==> src/rtl/solver_feeder_if.sv <==
// solver_feeder_if: job, limb-write, solver-status and result signals of one solver feeder
// Ports (master = feeder side):
//   job_valid/job_ready/job_data     host limb stream into the feeder
//   wr_en/wr_sel/wr_limb/wr_data     limb writes toward the solver
//   solver_ready/solver_iter         solver completion level and iteration count
//   res_valid/res_ready/res_*        result handshake back to the host
//   busy                             a job is partially loaded or in flight
interface solver_feeder_if #(
    parameter int LIMB_INDEX_BITS = 6,
    parameter int LIMB_SIZE_BITS  = 27
);
    logic                       job_valid;
    logic                       job_ready;
    logic [LIMB_SIZE_BITS-1:0]  job_data;
    logic                       wr_en;
    logic                       wr_sel;
    logic [LIMB_INDEX_BITS-1:0] wr_limb;
    logic [LIMB_SIZE_BITS-1:0]  wr_data;
    logic                       solver_ready;
    logic [LIMB_SIZE_BITS-1:0]  solver_iter;
    logic                       res_valid;
    logic                       res_ready;
    logic [LIMB_SIZE_BITS-1:0]  res_iterations;
    logic                       res_timeout;
    logic                       busy;
    modport master (
        input  job_valid, job_data, solver_ready, solver_iter, res_ready,
        output job_ready, wr_en, wr_sel, wr_limb, wr_data,
               res_valid, res_iterations, res_timeout, busy
    );
    modport slave (
        output job_valid, job_data, solver_ready, solver_iter, res_ready,
        input  job_ready, wr_en, wr_sel, wr_limb, wr_data,
               res_valid, res_iterations, res_timeout, busy
    );
endinterface

==> src/rtl/solver_feeder.sv <==
// solver_feeder: replays a c_re/c_im limb job onto a solver and returns its iteration count or a timeout
// Ports:
//   clock, reset   rising-edge clock, synchronous active-high reset
//   bus (master)   job stream in, limb writes out, solver status in, result handshake out, busy
module solver_feeder #(
    parameter int LIMB_INDEX_BITS = 6,
    parameter int LIMB_SIZE_BITS  = 27,
    parameter int NUM_LIMBS       = 4,
    parameter int TIMEOUT_BITS    = 32,
    parameter int TIMEOUT_CYCLES  = 0
) (
    input logic              clock,
    input logic              reset,
    solver_feeder_if.master  bus
);
    typedef enum logic [1:0] {S_LOAD, S_WAIT, S_RESULT} state_t;
    state_t                     state, state_n;
    logic [LIMB_INDEX_BITS-1:0] cnt, cnt_n, wr_limb_n;
    logic [TIMEOUT_BITS-1:0]    wcnt, wcnt_n;
    logic [LIMB_SIZE_BITS-1:0]  wr_data_n, res_iterations_n;
    logic sel, sel_n, armed, armed_n;
    logic wr_en_n, wr_sel_n, res_valid_n, res_timeout_n, busy_n;
    logic accept, last, done, expired;
    assign bus.job_ready = (state == S_LOAD) & ~reset;
    assign accept  = bus.job_valid & (state == S_LOAD);
    assign last    = cnt == LIMB_INDEX_BITS'(NUM_LIMBS - 1);
    // out_ready may still be high from the previous job; only trust it once seen low
    assign done    = armed & bus.solver_ready;
    assign expired = (TIMEOUT_CYCLES != 0) && (wcnt == TIMEOUT_BITS'(TIMEOUT_CYCLES - 1));
    always_comb begin
        state_n          = state;
        cnt_n            = cnt;
        sel_n            = sel;
        armed_n          = armed;
        wcnt_n           = wcnt;
        wr_en_n          = 1'b0;
        wr_sel_n         = bus.wr_sel;
        wr_limb_n        = bus.wr_limb;
        wr_data_n        = bus.wr_data;
        res_valid_n      = bus.res_valid;
        res_iterations_n = bus.res_iterations;
        res_timeout_n    = bus.res_timeout;
        case (state)
            S_LOAD: if (accept) begin
                wr_en_n   = 1'b1;
                wr_sel_n  = sel;
                wr_limb_n = cnt;
                wr_data_n = bus.job_data;
                cnt_n     = last ? '0 : cnt + 1'b1;
                sel_n     = last ? ~sel : sel;
                state_n   = (last & sel) ? S_WAIT : S_LOAD;
            end
            S_WAIT: begin
                armed_n = armed | ~bus.solver_ready;
                if (done) begin
                    res_iterations_n = bus.solver_iter;
                    res_timeout_n    = 1'b0;
                    res_valid_n      = 1'b1;
                    state_n          = S_RESULT;
                end else begin
                    wcnt_n = wcnt + 1'b1;
                    if (expired) begin
                        res_iterations_n = '0;
                        res_timeout_n    = 1'b1;
                        res_valid_n      = 1'b1;
                        state_n          = S_RESULT;
                    end
                end
            end
            S_RESULT: if (bus.res_ready) begin
                res_valid_n = 1'b0;
                armed_n     = 1'b0;
                wcnt_n      = '0;
                state_n     = S_LOAD;
            end
            default: state_n = S_LOAD;
        endcase
        busy_n = (state_n != S_LOAD) | (cnt_n != '0) | sel_n;
    end
    always_ff @(posedge clock) begin
        if (reset) begin
            state              <= S_LOAD;
            cnt                <= '0;
            sel                <= 1'b0;
            armed              <= 1'b0;
            wcnt               <= '0;
            bus.wr_en          <= 1'b0;
            bus.wr_sel         <= 1'b0;
            bus.wr_limb        <= '0;
            bus.wr_data        <= '0;
            bus.res_valid      <= 1'b0;
            bus.res_iterations <= '0;
            bus.res_timeout    <= 1'b0;
            bus.busy           <= 1'b0;
        end else begin
            state              <= state_n;
            cnt                <= cnt_n;
            sel                <= sel_n;
            armed              <= armed_n;
            wcnt               <= wcnt_n;
            bus.wr_en          <= wr_en_n;
            bus.wr_sel         <= wr_sel_n;
            bus.wr_limb        <= wr_limb_n;
            bus.wr_data        <= wr_data_n;
            bus.res_valid      <= res_valid_n;
            bus.res_iterations <= res_iterations_n;
            bus.res_timeout    <= res_timeout_n;
            bus.busy           <= busy_n;
        end
    end
endmodule
==> src/flat_wrapper.sv <==
// flat-port wrapper written by rule: the top's interface ports become plain ports
module solver_feeder_flat 
#(
    parameter int LIMB_INDEX_BITS = 6,
    parameter int LIMB_SIZE_BITS  = 27,
    parameter int NUM_LIMBS       = 4,
    parameter int TIMEOUT_BITS    = 32,
    parameter int TIMEOUT_CYCLES  = 0
)
  (clock, reset, bus_job_valid, bus_job_data, bus_solver_ready, bus_solver_iter, bus_res_ready, bus_job_ready, bus_wr_en, bus_wr_sel, bus_wr_limb, bus_wr_data, bus_res_valid, bus_res_iterations, bus_res_timeout, bus_busy);
  solver_feeder_if #(.LIMB_INDEX_BITS(LIMB_INDEX_BITS), .LIMB_SIZE_BITS(LIMB_SIZE_BITS)) bus_i ();
  input logic clock;
  input logic reset;
  input wire logic [$bits(bus_i.job_valid)-1:0] bus_job_valid;
  input wire logic [$bits(bus_i.job_data)-1:0] bus_job_data;
  input wire logic [$bits(bus_i.solver_ready)-1:0] bus_solver_ready;
  input wire logic [$bits(bus_i.solver_iter)-1:0] bus_solver_iter;
  input wire logic [$bits(bus_i.res_ready)-1:0] bus_res_ready;
  output wire logic [$bits(bus_i.job_ready)-1:0] bus_job_ready;
  output wire logic [$bits(bus_i.wr_en)-1:0] bus_wr_en;
  output wire logic [$bits(bus_i.wr_sel)-1:0] bus_wr_sel;
  output wire logic [$bits(bus_i.wr_limb)-1:0] bus_wr_limb;
  output wire logic [$bits(bus_i.wr_data)-1:0] bus_wr_data;
  output wire logic [$bits(bus_i.res_valid)-1:0] bus_res_valid;
  output wire logic [$bits(bus_i.res_iterations)-1:0] bus_res_iterations;
  output wire logic [$bits(bus_i.res_timeout)-1:0] bus_res_timeout;
  output wire logic [$bits(bus_i.busy)-1:0] bus_busy;
  assign bus_i.job_valid = bus_job_valid;
  assign bus_i.job_data = bus_job_data;
  assign bus_i.solver_ready = bus_solver_ready;
  assign bus_i.solver_iter = bus_solver_iter;
  assign bus_i.res_ready = bus_res_ready;
  assign bus_job_ready = bus_i.job_ready;
  assign bus_wr_en = bus_i.wr_en;
  assign bus_wr_sel = bus_i.wr_sel;
  assign bus_wr_limb = bus_i.wr_limb;
  assign bus_wr_data = bus_i.wr_data;
  assign bus_res_valid = bus_i.res_valid;
  assign bus_res_iterations = bus_i.res_iterations;
  assign bus_res_timeout = bus_i.res_timeout;
  assign bus_busy = bus_i.busy;
  solver_feeder #(.LIMB_INDEX_BITS(LIMB_INDEX_BITS), .LIMB_SIZE_BITS(LIMB_SIZE_BITS), .NUM_LIMBS(NUM_LIMBS), .TIMEOUT_BITS(TIMEOUT_BITS), .TIMEOUT_CYCLES(TIMEOUT_CYCLES)) u_core (.clock(clock), .reset(reset), .bus(bus_i));
endmodule
==> config.mk <==
export PLATFORM = sky130hd
export DESIGN_NAME = solver_feeder_flat
export DESIGN_NICKNAME = d
export VERILOG_FILES = /design/src/rtl/solver_feeder_if.sv /design/src/rtl/solver_feeder.sv /design/src/flat_wrapper.sv
export SDC_FILE = /design/constraint.sdc
export NUM_CORES = 1
export LEC_CHECK = 0
export ABC_AREA = 1
export CORE_MARGIN = 2
export CORE_UTILIZATION = 41
export CTS_CLUSTER_DIAMETER = 100
export CTS_CLUSTER_SIZE = 24
export DETAILED_ROUTE_END_ITERATION = 7
export PLACE_DENSITY = 0.79
export SETUP_SLACK_MARGIN = 0.05
export SYNTH_ARGS = -nofsm -noshare
export SYNTH_HDL_FRONTEND = slang
export SYNTH_SLANG_ARGS = --single-unit
==> constraint.sdc <==
create_clock -name clock -period 1.5 [get_ports clock]
set_input_delay 0.15 -clock clock [delete_from_list [all_inputs] [get_ports clock]]
set_output_delay 0.15 -clock clock [all_outputs]
set_load 0.01 [all_outputs]
**Word level (Yosys, flattened, before mapping)**

Index checks and enable logic that the tools add are counted.

- Bits in registers: 74
- Input port bits: 59
- Output and inout port bits: 66
- Logic and storage cells: 53

- Add/sub/neg operators: 1
- Equal/unequal tests: 5
- Muxes and demuxes: 16
- Bitwise operators: 11
- Reductions and logical operators: 9

Operator list:

| cell | count |
|---|---|
| $mux 6 | 3 |
| $mux 1 | 7 |
| $add 6x1->6 const B | 1 |
| $eq 6x2->1 const B | 1 |
| $mux 2 | 3 |
| $pmux 2 s3 | 1 |
| $reduce_and 2->1 | 3 |
| $reduce_bool 6->1 | 1 |
| $and 1x1->1 | 4 |
| $not 1->1 | 4 |
| $pmux 1 s2 | 2 |
| $reduce_bool 2->1 | 2 |
| $or 1x1->1 | 3 |
| $reduce_and 3->1 | 1 |
| $eq 2x1->1 const B | 1 |
| $eq 2x2->1 const B | 1 |
| $logic_not 2->1 | 1 |
| $ne 2x1->1 const B | 1 |
| $ne 2x2->1 const B | 1 |
| $reduce_or 2->1 | 1 |

**Depth between registers and ports, before layout**

Gate-level depths: netlist (run 1).

- Depth after elaboration: 8
- Gate-level depth with buffers: 10
- Depth with buffers taken out: 10

**Least setup slack after synthesis (run 1)**

OpenSTA, ideal clock, no wires.

- Path kind: flip-flop to flip-flop
- Start point: reg u_core.cnt[0]
- End point: reg u_core.bus.busy
- Setup time: 0.128 ns
- Arrival: 1.256 ns
- Data required time: 1.372 ns
- Slack: 0.116 ns
- Cell stages (with the launch flop): 11
- Buffers on the path: 0
- Clock period less this slack: 1.384 ns
- Cell sequence: dfxtp_1 > ha_1 > nand2_1 > nor2_1 > nand2_1 > nand2_1 > nand2_1 > nor2_1 > nand3_1 > nor2_1 > nor2_1

- Cells in the longest elaborated chain, start to end: 8

Ends and longest elaborated chain:

| item | RTL line | source |
|---|---|---|
| from (decl) | solver_feeder.sv:18 | `logic [LIMB_INDEX_BITS-1:0] cnt, cnt_n, wr_limb_n;` |
| from (signal assigned) | solver_feeder.sv:97 | `cnt <= cnt_n;` |
| branches (longest 7 deep; another with $add 6x1->6) | n/a |  |
| $or 1x1->1 (*) | solver_feeder.sv:78 | `busy_n = (state_n != S_LOAD) \| (cnt_n != '0) \| sel_n;` |
| to (signal assigned) | solver_feeder.sv:108 | `bus.busy <= busy_n;` |
| to (decl) | solver_feeder_if.sv:29 | `res_valid, res_iterations, res_timeout, busy` |

Every way passes the cells marked *.
A chain may end at the register's enable or synchronous reset.

**Worst setup path in the final report (run 1)**

- Start point: reg u_core.bus.wr_limb[3]
- End point: out bus_wr_limb[3]

RTL lines:

| item | RTL line | source |
|---|---|---|
| from (decl) | solver_feeder_if.sv:28 | `output job_ready, wr_en, wr_sel, wr_limb, wr_data,` |
| from (signal assigned) | solver_feeder.sv:103 | `bus.wr_limb <= wr_limb_n;` |
| to (decl) | flat_wrapper.sv:22 | `output wire logic [$bits(bus_i.wr_limb)-1:0] bus_wr_limb;` |

No word-level cell between the ends.

==> impl_metrics.toml, run 1 <==
[outcome]
status = "finished, violations left"
violations = "DRC"

[floorplanning]
die_w_um = 85.79
dieHeight_um = 85.79
core_area_um2 = 6422
start_util_pct = 42.70
ios = 125
die_area_um2 = 7360
rows = 29

[drt]
drt_iter0_drc = 93
ant_nets = 0
drc = 8
routed.top_layer = "met4"
wirelength_met1_mm = 2.868
vias = 2725
route.met3.wl_um = 614
dr.pass1.iters = 8
wl_per_cell_um = 12.55
routed_via_density = 4.756
wl_mm = 7.194
route.met2.wl_mm = 3.630

[logic_synthesis]
netlist_area_um2 = 2743
ys_ff_latch = 74
synth_nets = 417
yosysWarnings = 0
avgSynthCellArea_um2 = 7.682
seq_area_frac_synth_pct = 54.01
yosys.area.top_type_share_pct = 54.01
synthTopCellsByArea = "dfxtp_1 54%, nor2_1 18%, o21ai_0 11%"
yosysTopAreaCell = "dfxtp_1"
yosysUniqueCellTypes = 23
synthCells = 357

[worst_setup_path]
worstPathCellList = "clkdlybuf4s50_1"
max_stage_delay_ns = 0.55
reg2regPathDepth = 11
critPathLaunch = "u_core.bus.wr_limb[3]$_SDFFE_PP0P_"
required_ns = 1.35
start_kind = "register"
setup.worst_path.end_class = "primary output"
crit_family = "buffers and inverters"
r2r-start = "u_core.state[0]$_SDFF_PP0_"
critPathMaxFanout = 2
timing.rr.end = "u_core.bus.busy$_SDFF_PP0_"
path_class = "reg2out"
cp_num_buf_inv = 1
r2r_slack_ns = 0.13
slowest_stage = "clkdlybuf4s50_1"
crit_arrival_ns = 1.24

[global_route]
grtUsageTotal_pct = 19.84
grt_max_degree = 34
antenna_found_initial = 0
grt_pass1_wl_mm = 11.81
grt-ovfl-total = 0
grt_pass1_vias = 2758

[final_layout]
stdcell_area_um2 = 4387
syn_to_final_growth_pct = 59.95
layout_commonest_cell = "nor2_1"
multi_input_area_um2 = 1114
register_area_um2 = 1488
fill_cells = 521
layout_common_cells = "132 x nor2_1, 122 x clkdlybuf4s50_1, 71 x dfxtp_1"
diodes = 0
drive_gt1_share_pct = 10.08
final_cells = 573
fin_nets = 553

[placed_design]
dp_cells = 558
place.gp.congestion = 0.8898
dp_hpwl_mm = 5.240
placed_area_um2 = 4138
numPortBuffers = 123

[min_path]
min_from = "bus_solver_iter[10]"
min_to = "u_core.bus.res_iterations[10]$_SDFFE_PP0P_"
holdCritPathClass = "in2reg"
holdPathStages = 3

[pwr]
p_int_uw = 3202
power.switching_uw = 921.4
p_clk_share_pct = 36.8
combPwrFrac_pct = 13.0
seqPwrFrac_pct = 50.2
ir_worst_vdd_v = 0.0005743
p_per_area_nw_per_um2 = 939.9
swShare_pct = 22.35
static-leakage-power_uw = 0.001844

[sta]
fin_crit_sh_pct = 92.42
fmax_mhz = 721.3
finalClockSkew_ns = 0.008988
hold_viol = 0
post-route-min-period_ns = 1.386
maxSlewViolCount = 0
finalSetupViolCount = 0
rsz0062_at_grt = "true"
finalSetupTns_ns = 0

[flow_run]
maxCapViolCount = 0

[cts]
htreeDepth = 3
cts_tree = "done"
clk_pin_slew_worst_paths_ns = 0.08
clock_insertion_delay_worst_skew_ns = 0.34
cts.sinks = 74
numCtsBuffers = 9
cts_buffer_depth = 2
clockRootBuffer = "clkbuf_8"
[synth_stat cells, drive strengths merged]
master,count
nand2,23
buf,12
a21oi,7
nand4,1
o21ai,59
a211oi,1
o211a,1
nand3,13
nand3b,1
nor3,2
nor2,136
inv,13
xor2,2
conb,1
clkbuf,10
ha,1
dfxtp,74
[stage by stage]
step	worst slack [ns]	utilization, %	hold WS, ns	power, uW
2_1_floorplan	0.1160	-	0.2849	2303
3_3_place_gp	-0.03031	64.43	0.4492	2639
3_5_place_dp	-0.03730	64.43	0.4590	2649
4_1_cts	0.002377	67.52	0.3802	4174
5_1_grt	-0.01987	68.30	0.3974	4293
6_report	0.1137	68.30	0.3940	4123
[metal layers]
layer / GRT usage [%] / up-vias
met1: 21.61 / 1226
met3: 6.641 / 7
met2: 35.23 / 91
met5: 0 / -
met4: 8.225 / 0
li1: - / 1401
[cells by family after synthesis]
logic type      count (synthesis)  share of synthesized area, %
other cells                     1                        0.1367
xor+xnor                        2                        0.6388
compound gates                 68                         12.68
flops                          74                         54.01
buf+inv                        35                         6.524
simple gates                  176                         25.55
fa+ha+maj                       1                        0.4561
[power groups by stage]
stage	clock, uW	sequential, uW	combinational, uW
floorplan	0	2140	159
global placement	0	2110	528
detailed placement	0	2120	533
CTS	1570	2070	535
global route	1630	2080	590
finish	1520	2070	537
[layout make-up]
cell class	count	area share, %
clock buffers	12	3.537
well taps	77	2.196
multi-input cells	248	25.39
repair buffers	147	32.89
flip-flops and latches	74	33.91
inverters	13	1.226
clock inverters	2	0.8557
[flip-flops by register name (all words and copies together), names as in the netlist]
register,count
u_core.armed,1
u_core.bus.busy,1
u_core.bus.res_iterations,27
u_core.bus.res_valid,1
u_core.bus.wr_data,27
u_core.bus.wr_en,1
u_core.bus.wr_limb,6
u_core.bus.wr_sel,1
u_core.cnt,6
u_core.sel,1
u_core.state,2
[repair_timing]
| item | in CTS | in global routing |
|---|---|---|
| pin swaps | 1 | 0 |
| buffers inserted | 1 | 0 |
| gates cloned | 0 | 0 |
| endpoints found under the hold margin | 0 | 0 |
| resized for setup | 1 | 16 |
| endpoints found under the setup margin | 1 | 44 |
| hold buffers | 0 | 0 |
[worst max path at each step]
stage	end	slack, ns	cells past startpoint
after floorplan	u_core.bus.busy$_SDFF_PP0_	0.12	10
after global placement	u_core.bus.busy$_SDFF_PP0_	-0.03	10
after detailed placement	u_core.bus.busy$_SDFF_PP0_	-0.04	10
after CTS	u_core.bus.busy$_SDFF_PP0_	0.002	11
after global routing	u_core.bus.busy$_SDFF_PP0_	-0.02	10
final	bus_wr_limb[3]	0.11	1
Power figures use the tool's default switching activity.
==> run 2: changes to the inputs <==
CORE_UTILIZATION = 40   (was 41)
CTS_CLUSTER_SIZE = unset   (was 24)
PLACE_DENSITY = 0.78   (was 0.79)
==> impl_metrics.toml, run 2 (synthesis gave the netlist of run 1 again) <==
[outcome]
status = "finished clean"

[drt]
drt_iter0_drc = 116
routed_via_density = 4.788
dr.pass1.iters = 4
vias = 2772
wl_per_cell_um = 12.45
ant_nets = 0
drc = 0
wl_mm = 7.208

[global_route]
grt-ovfl-total = 0
grt_pass1_wl_mm = 11.39
grtUsageTotal_pct = 18.86
grt_max_degree = 39
grt_pass1_vias = 2594
antenna_found_initial = 0

[final_layout]
syn_to_final_growth_pct = 62.68
layout_commonest_cell = "nor2_1"
fin_util_pct = 66.41
layout_common_cells = "129 x nor2_1, 122 x clkdlybuf4s50_1, 68 x dfxtp_1"
drive_gt1_share_pct = 12.42
fill_cells = 552
diodes = 0
top_regs = "u_core.bus.res_iterations: 27 flops, u_core.bus.wr_data: 27 flops"
fin_nets = 554

[floorplanning]
core_area_um2 = 6719
start_util_pct = 40.82
dieHeight_um = 86.81
die_w_um = 86.81
ios = 125
die_area_um2 = 7535
rows = 30

[sta]
post-route-min-period_ns = 1.384
finalClockSkew_ns = 0.007942
finalSetupViolCount = 0
maxSlewViolCount = 0
hold_viol = 0
fmax_mhz = 722.4
fin_crit_sh_pct = 92.28
worst_slack_ns = 0.1158
rsz0062_at_grt = "true"

[min_path]
holdCritPathClass = "in2reg"

[placed_design]
place.gp.congestion = 0.9176
dp_hpwl_mm = 5.071
pre_cts_ws_ns = -0.05573
numPortBuffers = 123

[cts]
clockRootBuffer = "clkbuf_8"
numCtsBuffers = 9
cts_tree = "done"
cts.sinks = 74
htreeDepth = 3
clock_insertion_delay_worst_skew_ns = 0.33
cts_buffer_depth = 2
clk_pin_slew_worst_paths_ns = 0.07
cts-hold-fix-buffers = 0

[worst_setup_path]
crit_arrival_ns = 1.23
worstPathCellList = "clkdlybuf4s50_1"
path_class = "reg2out"
critPathMaxFanout = 2
max_stage_delay_ns = 0.56
slowest_stage = "clkdlybuf4s50_1"
cp_num_buf_inv = 1
crit_family = "buffers and inverters"
start_kind = "register"
setup.worst_path.end_class = "primary output"
required_ns = 1.35

[pwr]
p_per_area_nw_per_um2 = 970.8
static-leakage-power_uw = 0.001877
ir_worst_vdd_v = 0.0005020

[flow_run]
maxCapViolCount = 0
## run 2: cell types whose count changed in the layout (fill, tap and decap cells not counted), sizes merged
cell / change
buf: +1
bufinv: +1
clkinv: +2
clkinvlp: -1
## run 2: final timing paths
check                                                        start                                          to  slack [ns]  cells after the start
worst max-delay path             u_core.bus.res_valid$_SDFFE_PP0P_                               bus_res_valid        0.12                      1
worst max register to register          u_core.state[0]$_SDFF_PP0_                  u_core.bus.busy$_SDFF_PP0_        0.17                     10
worst min register to register  u_core.bus.wr_limb[0]$_SDFFE_PP0P_          u_core.bus.wr_limb[0]$_SDFFE_PP0P_        0.47                      2
worst min-delay path                           bus_solver_iter[26]  u_core.bus.res_iterations[26]$_SDFFE_PP0P_        0.40                      3
## run 2: area by class of cell
class                           count  area (um2)  share of cell area, %
Multi-Input combinational cell    248        1147                  25.72
Inverter                           13       56.30                  1.262
Clock inverter                      4       73.82                  1.655
Tap cell                           80       100.1                  2.243
Sequential cell                    74        1491                  33.43
Timing Repair Buffer              148        1438                  32.22
Clock buffer                       12       155.1                  3.477
## run 2: report_power, final
group          switching (uW)  total (uW)  internal, uW
logic                     214         541           327
clock network             689        1720          1030
registers                38.5        2070          2030
total                     942        4330          3390
## run 2: per-stage QoR
stage	std cells	area (um2)	TNS (ns)	hold WS (ns)	power, uW
floorplan	357	2743	0	0.2849	2303
detailed placement	561	4129	-0.4631	0.4562	2643
finish	579	4462	0	0.4026	4331
global placement	561	4129	-0.08155	0.4503	2635
CTS	577	4357	0	0.3846	4363
global route	579	4462	0	0.4018	4526
## run 2: timing repair
action,4_1_cts,5_1_grt
hold endpoints to repair,0,0
pin swaps,0,10
setup buffers,0,2
gates resized for setup,1,28
endpoints found under the setup margin,1,42
## run 2: layer usage
| layer | up-vias | wire length [um] | part of all wire [%] | track usage (%) |
|---|---|---|---|---|
| li1 | 1407 | - | - | - |
| met1 | 1239 | 2984 | 41 | 22.11 |
| met2 | 114 | 3477 | 48 | 31.64 |
| met3 | 12 | 637 | 8.8 | 6.571 |
| met4 | 0 | 107 | 1.5 | 7.102 |
| met5 | - | 0 | 0 | 0 |
==> run 3: changes to the inputs <==
ABC_AREA = unset   (was 1)
CAP_MARGIN = 15   (was unset)
==> impl_metrics.toml, run 3 <==
[outcome]
status = "finished clean"

[global_route]
grtUsageTotal_pct = 19.15
grt_pass1_wl_mm = 11.47
grt-ovfl-total = 0
grt_pass1_vias = 2477
grt_max_degree = 75
antenna_found_initial = 0

[logic_synthesis]
avgSynthCellArea_um2 = 7.921
netlist_area_um2 = 2756
yosys.area.top_type_share_pct = 53.74
synthAdderAreaFrac_pct = 0.4539
netlist_top_cells_count = "131 x nand2_1, 74 x dfxtp_1, 69 x a21oi_1, 15 x buf_2, 11 x clkbuf_1"
yosysTopAreaCell = "dfxtp_1"
synth_nets = 408
yosys.cell_count.top_type = "nand2_1"
synthCells = 348
synth_top_family_by_area = "simple AND/OR/NAND/NOR gates"
ys_ff_latch = 74
synthTopCellsByArea = "dfxtp_1 54%, nand2_1 18%, a21oi_1 13%"
yosysUniqueCellTypes = 33
synth-xor-area-share_pct = 1.589
async_flop_share_pct = 0
yosysWarnings = 0
yosys-mux-area-fraction_pct = 0.7717
seq_area_frac_synth_pct = 53.74
ys.flop_type = "dfxtp_1"
synth-edff-count = 0
yosys.area_share.simple_pct = 22.88
synth_compound_area_share_pct = 15.39

[worst_setup_path]
path_class = "reg2reg"
reg2regPathDepth = 6
critPathMostFrequentCell = "buf_6"
setup.worst_path.end_class = "register"
cp.depth = 6
critPathMaxFanout = 6
r2r_slack_ns = 0.06
cp_num_buf_inv = 2
crit_arrival_ns = 1.71
start_kind = "register"
crit_family = "simple AND/OR/NAND/NOR gates"
max_stage_delay_ns = 0.37
slowest_stage = "or3_1"
required_ns = 1.76
worstPathCellList = "buf_6 -> nor3b_4 -> buf_6 -> nand2_4 -> or3_1 -> a21oi_1"

[drt]
drc = 0
routed_via_density = 4.777
wl_mm = 7.081
ant_nets = 0
vias = 2699
dr.pass1.iters = 4
drt_iter0_drc = 115
wl_per_cell_um = 12.53

[pwr]
p_int_uw = 2935
p_per_area_nw_per_um2 = 874.8
combPwrFrac_pct = 12.0
ir_worst_vdd_v = 0.0005676
swShare_pct = 23.52
static-leakage-power_uw = 0.001614
power.switching_uw = 902.7
p_clk_share_pct = 34.8
seqPwrFrac_pct = 53.1

[cts]
cts-hold-fix-buffers = 0
clock_insertion_delay_worst_skew_ns = 0.34
htreeDepth = 3
cts_buffer_depth = 2
clockRootBuffer = "clkbuf_8"
numCtsBuffers = 9
cts.sinks = 74
clk_pin_slew_worst_paths_ns = 0.08
cts_tree = "done"

[placed_design]
dp_hpwl_mm = 4.978
place.gp.congestion = 0.7902
pre_cts_ws_ns = -0.3388
numPortBuffers = 123

[final_layout]
drive_gt1_share_pct = 11.34
fin_nets = 540
top_regs = "u_core.bus.res_iterations: 27 flops, u_core.bus.wr_data: 27 flops"
multi_input_area_um2 = 1177
fill_cells = 555
syn_to_final_growth_pct = 59.15
layout_common_cells = "130 x nand2_1, 121 x clkdlybuf4s50_1, 71 x dfxtp_1"
layout_commonest_cell = "nand2_1"
register_area_um2 = 1485
diodes = 0

[floorplanning]
core_area_um2 = 6719
ios = 125
start_util_pct = 41.02
die_w_um = 87.01
rows = 30
dieHeight_um = 87.01
die_area_um2 = 7571

[min_path]
holdPathStages = 3
holdCritPathClass = "in2reg"

[sta]
fmax_mhz = 693.1
post-route-min-period_ns = 1.443
holdWs_ns = 0.3515
maxSlewViolCount = 0
worst_slack_ns = 0.05731
finalSetupViolCount = 0
hold_viol = 0
max_slew_margin_pct = 49.56
fin_crit_sh_pct = 96.18
finalClockSkew_ns = 0.01166
worst_slew_pin_slew_ns = 0.7567
rsz0062_at_grt = "true"

[flow_run]
maxCapViolCount = 0
[run 3: through the flow]
| step | total power [uW] | util, % | instances | cell area [um2] | TNS, ns |
|---|---|---|---|---|---|
| global placement | 2526 | 61.81 | 544 | 4153 | -7.426 |
| global route | 3985 | 65.29 | 565 | 4387 | 0 |
| detailed placement | 2535 | 61.81 | 544 | 4153 | -8.593 |
| CTS | 3866 | 64.38 | 561 | 4325 | 0 |
| floorplan | 2248 | - | 348 | 2785 | -0.08238 |
| finish | 3838 | 65.29 | 565 | 4387 | 0 |
[run 3: per-layer routing]
layer | vias to the layer above | wire length [um] | GRT usage (%) | share of wire, %
li1 | 1393 | - | - | -
met1 | 1215 | 2872 | 22.96 | 41
met2 | 79 | 3645 | 31.51 | 51
met3 | 12 | 431 | 5.592 | 6.1
met4 | 0 | 132 | 8.949 | 1.9
met5 | - | 0 | 0 | 0
[run 3: power groups by stage]
| stage | logic (uW) | clock network (uW) | registers, uW |
|---|---|---|---|
| after global placement | 443 | 0 | 2080 |
| after floorplan | 140 | 0 | 2110 |
| after CTS | 456 | 1370 | 2040 |
| after detailed placement | 450 | 0 | 2090 |
| after global routing | 499 | 1440 | 2040 |
| final | 461 | 1340 | 2040 |
[run 3: kinds of logic (layout without fill, tap and decap cells)]
| group | after synthesis | count (layout) |
|---|---|---|
| AO/OA/AOI/OAI | 80 | 80 |
| XOR/XNOR | 5 | 5 |
| adder cells (fa/ha/maj) | 1 | 1 |
| buffers and inverters | 29 | 166 |
| flip-flops | 74 | 74 |
| multiplexers | 2 | 2 |
| other | 1 | 1 |
| AND/OR/NAND/NOR | 156 | 156 |
[run 3: worst paths after layout]
kind	start	end
max	u_core.state[1]$_SDFF_PP0_	u_core.cnt[2]$_SDFF_PP0_
min	bus_job_data[1]	u_core.bus.wr_data[1]$_SDFFE_PP0P_
max reg2reg	u_core.state[1]$_SDFF_PP0_	u_core.cnt[2]$_SDFF_PP0_
min reg2reg	u_core.bus.wr_data[21]$_SDFFE_PP0P_	u_core.bus.wr_data[21]$_SDFFE_PP0P_
[run 3: repair_timing]
action,CTS,global route
pin swaps,0,3
gates resized for setup,2,15
buffers inserted,1,4
endpoints found under the setup margin,3,56
[run 3: final cells by class]
| cell class | instances | area share [%] |
|---|---|---|
| clock inverter | 3 | 0.3423 |
| multi-input combinational | 245 | 26.84 |
| tap | 80 | 2.282 |
| clock buffer | 13 | 3.394 |
| timing repair buffer | 150 | 33.29 |
| sequential | 74 | 33.86 |
[run 3: worst reg2reg max path, cell delays in order (launching register included)]
cell	delay, ns
dfxtp_2	0.32
buf_6	0.13
nor3b_4	0.21
buf_6	0.15
nand2_4	0.05
or3_1	0.37
a21oi_1	0.14
